===== src/rtl/seg7_pkg.sv =====
// Shared definitions for the 8-digit 7-segment scan driver: FSM encoding,
// blank pattern and the active-low hex glyph table.
package seg7_pkg;

    localparam int unsigned NUM_DIGITS = 8;
    localparam int unsigned DIGIT_W    = 3;
    localparam int unsigned SEG_W      = 8;
    localparam int unsigned GLYPH_W    = 7;

    // All anodes / cathodes off (both buses are active-low)
    localparam logic [SEG_W-1:0] SEG_BLANK = 8'hFF;

    typedef enum logic {
        S_LOAD = 1'b0,
        S_SCAN = 1'b1
    } state_t;

    // {g,f,e,d,c,b,a}, active-low, indexed by nibble value
    localparam logic [GLYPH_W-1:0] HEX7_TAB [16] = '{
        7'h40, 7'h79, 7'h24, 7'h30,
        7'h19, 7'h12, 7'h02, 7'h78,
        7'h00, 7'h10, 7'h08, 7'h03,
        7'h46, 7'h21, 7'h06, 7'h0E
    };

endpackage : seg7_pkg


===== src/rtl/seg7_hex_decode.sv =====
// Combinational nibble to active-low 7-segment glyph decoder.
module seg7_hex_decode
    import seg7_pkg::*;
(
    input  logic [3:0]         nibble_i,
    output logic [GLYPH_W-1:0] seg_c_o
);

    // Table lookup of the glyph for the current nibble
    always_comb begin
        seg_c_o = HEX7_TAB[nibble_i];
    end

endmodule : seg7_hex_decode


===== src/rtl/seg7_scan_drv.sv =====
// Time-multiplexed driver for an 8-digit common-anode 7-segment display.
// Inputs are snapshotted once per frame so a digit never shows a mix of old
// and new data. Optional digit blinking is enabled with `define SEG_BLINK_EN.
module seg7_scan_drv
    import seg7_pkg::*;
#(
    parameter int unsigned SCAN_DIV_W  = 17,
    parameter int unsigned BLINK_DIV_W = 25
) (
    input  logic                  clk,
    input  logic                  rst,
    input  logic [31:0]           disp_num,
    input  logic [NUM_DIGITS-1:0] point_in,
    input  logic [NUM_DIGITS-1:0] le_in,
    output logic [SEG_W-1:0]      seg_an,
    output logic [SEG_W-1:0]      seg_cat,
    output logic                  frame_done
);

    state_t                  state_q, state_d;
    logic [SCAN_DIV_W-1:0]   presc_q;
    logic [DIGIT_W-1:0]      digit_q;
    logic [31:0]             num_sh_q;
    logic [NUM_DIGITS-1:0]   point_sh_q;
    logic [NUM_DIGITS-1:0]   le_sh_q;

    logic [SEG_W-1:0]        seg_an_q, seg_an_d;
    logic [SEG_W-1:0]        seg_cat_q, seg_cat_d;
    logic                    frame_done_q, frame_done_d;

    logic                    tick_c;
    logic [3:0]              nibble_c;
    logic [GLYPH_W-1:0]      glyph_c;
    logic                    blank_c;

    assign tick_c   = &presc_q;
    assign nibble_c = num_sh_q[{digit_q, 2'b00} +: 4];

    seg7_hex_decode u_hex_decode (
        .nibble_i (nibble_c),
        .seg_c_o  (glyph_c)
    );

`ifdef SEG_BLINK_EN
    logic [BLINK_DIV_W-1:0] blink_q;

    // Free-running blink phase counter
    always_ff @(posedge clk) begin
        if (!rst) begin
            blink_q <= '0;
        end else begin
            blink_q <= blink_q + BLINK_DIV_W'(1);
        end
    end

    assign blank_c = blink_q[BLINK_DIV_W-1] & le_sh_q[digit_q];
`else
    // Blink disabled: le shadow and blink width are intentionally unused
    logic unused_blink_c;
    assign unused_blink_c = ^{le_sh_q, 1'(BLINK_DIV_W)};
    assign blank_c        = 1'b0;
`endif

    // FSM state register
    always_ff @(posedge clk) begin
        if (!rst) begin
            state_q <= S_LOAD;
        end else begin
            state_q <= state_d;
        end
    end

    // FSM next state: one load cycle, then eight slots of scanning
    always_comb begin
        state_d = state_q;
        case (state_q)
            S_LOAD: state_d = S_SCAN;
            S_SCAN: begin
                if (tick_c && (digit_q == DIGIT_W'(NUM_DIGITS - 1))) begin
                    state_d = S_LOAD;
                end
            end
        endcase
    end

    // Output decode: blank during load, otherwise drive the current digit
    always_comb begin
        seg_an_d     = SEG_BLANK;
        seg_cat_d    = SEG_BLANK;
        frame_done_d = 1'b0;
        if (state_q == S_LOAD) begin
            frame_done_d = 1'b1;
        end else begin
            seg_an_d  = ~(SEG_W'(1) << digit_q);
            seg_cat_d = {~point_sh_q[digit_q], glyph_c};
            if (blank_c) begin
                seg_an_d = SEG_BLANK;
            end
        end
    end

    // Datapath: snapshot, prescaler, digit counter and output registers
    always_ff @(posedge clk) begin
        if (!rst) begin
            presc_q      <= '0;
            digit_q      <= '0;
            num_sh_q     <= '0;
            point_sh_q   <= '0;
            le_sh_q      <= '0;
            seg_an_q     <= SEG_BLANK;
            seg_cat_q    <= SEG_BLANK;
            frame_done_q <= 1'b0;
        end else begin
            if (state_q == S_LOAD) begin
                num_sh_q   <= disp_num;
                point_sh_q <= point_in;
                le_sh_q    <= le_in;
                presc_q    <= '0;
                digit_q    <= '0;
            end else begin
                presc_q <= presc_q + SCAN_DIV_W'(1);
                if (tick_c) begin
                    digit_q <= digit_q + DIGIT_W'(1);
                end
            end
            seg_an_q     <= seg_an_d;
            seg_cat_q    <= seg_cat_d;
            frame_done_q <= frame_done_d;
        end
    end

    assign seg_an     = seg_an_q;
    assign seg_cat    = seg_cat_q;
    assign frame_done = frame_done_q;

endmodule : seg7_scan_drv


===== config.mk =====
export PLATFORM = sky130hd
export DESIGN_NAME = seg7_scan_drv
export DESIGN_NICKNAME = d
export VERILOG_FILES = /design/src/rtl/seg7_pkg.sv /design/src/rtl/seg7_hex_decode.sv /design/src/rtl/seg7_scan_drv.sv
export SDC_FILE = /design/constraint.sdc
export NUM_CORES = 1
export LEC_CHECK = 0
export ABC_AREA = 0
export BUFFER_PORTS_ARGS = -buffer_cell sky130_fd_sc_hd__buf_2
export CAP_MARGIN = 10
export CORE_MARGIN = 1.5
export CORE_UTILIZATION = 50
export DETAILED_ROUTE_END_ITERATION = 8
export GPL_TIMING_DRIVEN = 0
export PLACE_DENSITY = 0.81
export SETUP_SLACK_MARGIN = 0.3
export SLEW_MARGIN = 20
export SYNTH_ARGS = -nofsm -noshare
export SYNTH_HDL_FRONTEND = slang
export SYNTH_HIERARCHICAL = 1
export SYNTH_SLANG_ARGS = --single-unit
export TNS_END_PERCENT = 20

===== constraint.sdc =====
create_clock -name clk -period 6.9 [get_ports clk]
set_input_delay 0.345 -clock clk [delete_from_list [all_inputs] [get_ports clk]]
set_output_delay 0.345 -clock clk [all_outputs]
set_load 0.05 [all_outputs]

==> run metrics <==
Placed Cells 473; final setup TNS 0 ns; DRT met1 WL 3210 microns; vias in the first global route 2502; fillcell total 567; sequential area share after synthesis 46.2%; Final #Nets 472; global placer's final weighted congestion 0.819; initial core utilization 52.4%; Root Buffer clkbuf_8; ANT cells 0; Final ANT Viol Nets 0; Arr. time, crit path 2.89 ns; CP endpoint kind flip-flop; Leakage 1.69 nW; Hold/Removal Path Class primary input to flip-flop; Post-CTS Setup Bufs 0; Setup violations, final 0; worst path required time 7.13 ns; DP Wirelength 5140 microns; Worst slew margin 67.8%; drt total wl 6960 microns; Tot Pwr 0.951 mW; Die Span Y 85.3 microns; Layout area overhead 18.0%; failing checks DRC; antenna violations before repair 0; Max Cap Viol 0; most frequent cells in the layout 78 x dfxtp_1, 67 x buf_2, 50 x nor2_1; Skew-Pair Late Insertion Delay 0.35 ns; tightest hold margin 0.216 ns; core area 0.00646 sq mm; Worst Tran Pin Value 0.483 ns; RSZ-0062 raised after global routing false; TritonCTS clock tree yes; via count 2586; H-tree levels 3; outcome finished, violations left; Netlist Area Pre-Place 0.00338 sq mm; iteration count of the initial detailed-routing pass 8; IO Pins 67; initial DRC count 84; clock skew 0.00782 ns; number of gates resized after CTS 0; worst slack at placement 4.25 ns; crit start category flip-flop; Post-CTS Hold Fix Bufs 0; DR DRC count 3; final cell count without fillers 488; maximum fanout along the worst path 10; Hold Vio Cnt, Final 0; first-pass GRT wire length 11600 microns; clk sink count 78; fin worst setup slack 4.25 ns; gr ovfl total 0; peak supply drop 0.000221 V; port bufs 58; met2 wire length 3230 microns; metal3 WL 401 microns; post-route cell area 0.00399 sq mm; FP Rows 29; share of cells above drive strength 1 24.3%; Cell variety after synth 41; syn_area_per_cell 10.0 sq um; Hold Crit Depth 3; post-synthesis register bit count 78; post-layout util 61.8%; Final min period 2.65 ns; top sig layer met4; largest net degree at the start of global routing 13; DIE AREA 0.00727 sq mm; Slew Limit Fails 0; period utilization 38.5%; Avg Vias per Cell 5.30; clock buffer count from CTS 9; R2R depth 9; Reg clk slew, reported paths 0.08 ns; critical path class flip-flop to flip-flop; net count after synthesis 403; chip width 85.3 microns; CTS max path bufs 2; Power Dens Cells 238 mW/mm^2; synth warn 6; Placement Cell Area 0.00377 sq mm; GRT Util Overall 20.6%; Syn Inst Count 338; most common cell after layout, fill and taps aside dfxtp_1; Achievable Freq 0.377 GHz; WL/cell 14.3 microns
critical path, stage by stage (launching register included):
cell	delay, ns
dfxtp_1	0.49
buf_2	0.38
mux4_2	0.58
nand2_1	0.09
nand2_1	0.15
ha_1	0.25
or2_1	0.22
a21oi_1	0.18
a31oi_1	0.05
nand2b_1	0.15
power breakdown:
| group | internal, mW | switching, mW |
|---|---|---|
| clock | 0.222 | 0.159 |
| combinational | 0.0403 | 0.0534 |
| sequential | 0.468 | 0.00852 |
| total | 0.730 | 0.221 |
cells by family (layout without fill, tap and decap cells):
kind of cell,Yosys count,count (layout),share of synthesized area (%)
AND/OR/NAND/NOR,127,127,17.9
buffers and inverters,28,101,3.81
multiplexers,58,58,20.5
adder cells (fa/ha/maj),15,15,5.55
AO/OA/AOI/OAI,28,28,5.07
flip-flops,78,78,46.2
XOR/XNOR,4,4,1.04
worst paths after layout:
| kind | start | to | slack (ns) |
|---|---|---|---|
| hold reg to reg | presc_q[15]$_SDFF_PN0_ | presc_q[15]$_SDFF_PN0_ | 0.48 |
| setup reg to reg | digit_q[0]$_SDFFE_PN0P_ | seg_cat[3]$_SDFF_PN1_ | 4.25 |
| setup / recovery | digit_q[0]$_SDFFE_PN0P_ | seg_cat[3]$_SDFF_PN1_ | 4.25 |
| hold / removal | disp_num[13] | num_sh_q[13]$_SDFFE_PN0N_ | 0.22 |
final cells by class:
class | count | area (sq um) | share of cell area (%)
Timing Repair Buffer | 58 | 290 | 7.27
Sequential cell | 78 | 1560 | 39.1
Multi-Input combinational cell | 232 | 1690 | 42.4
Inverter | 10 | 37.5 | 0.940
Tap cell | 77 | 96.3 | 2.41
Buffer | 18 | 91.3 | 2.29
Clock inverter | 3 | 67.6 | 1.69
Clock buffer | 12 | 155 | 3.89
cell usage after synthesis, drive strengths merged:
| cell | count | area share, % |
|---|---|---|
| dfxtp | 78 | 46 |
| nor2 | 50 | 5.5 |
| mux2i | 48 | 14 |
| nand2 | 32 | 3.6 |
| ha | 15 | 5.5 |
| nand3 | 13 | 2.1 |
| buf | 11 | 1.9 |
| nand2b | 11 | 2.0 |
| inv | 9 | 1.0 |
| mux4 | 9 | 6.0 |
| o21ai | 9 | 1.6 |
| a21oi | 8 | 1.2 |
| clkbuf | 7 | 0.81 |
| nor4 | 5 | 0.92 |
| nand4 | 4 | 1.2 |
| o31ai | 4 | 0.89 |
| or4 | 4 | 0.89 |
| or3 | 3 | 0.59 |
| a31oi | 2 | 0.37 |
| and3 | 2 | 0.37 |
| o21a | 2 | 0.44 |
| xnor2 | 2 | 0.52 |
| xor2 | 2 | 0.52 |
| a211oi | 1 | 0.22 |
| and2 | 1 | 0.19 |
| clkinv | 1 | 0.11 |
| mux2 | 1 | 0.33 |
| nand4b | 1 | 0.26 |
| o211ai | 1 | 0.22 |
| o22ai | 1 | 0.19 |
| or2 | 1 | 0.19 |
metal layers:
layer	vias up	global-route usage, %
li1	1301	-
met1	1182	25.5
met2	90	34.1
met3	13	5.45
met4	0	8.21
met5	-	0
flip-flops by register name (all words and copies together), names as in the netlist:
register	cells
digit_q	3
num_sh_q	32
presc_q	17
point_sh_q	8
state_q	1
seg_an	8
seg_cat	8
frame_done	1
(Power assumes the default switching activity.)
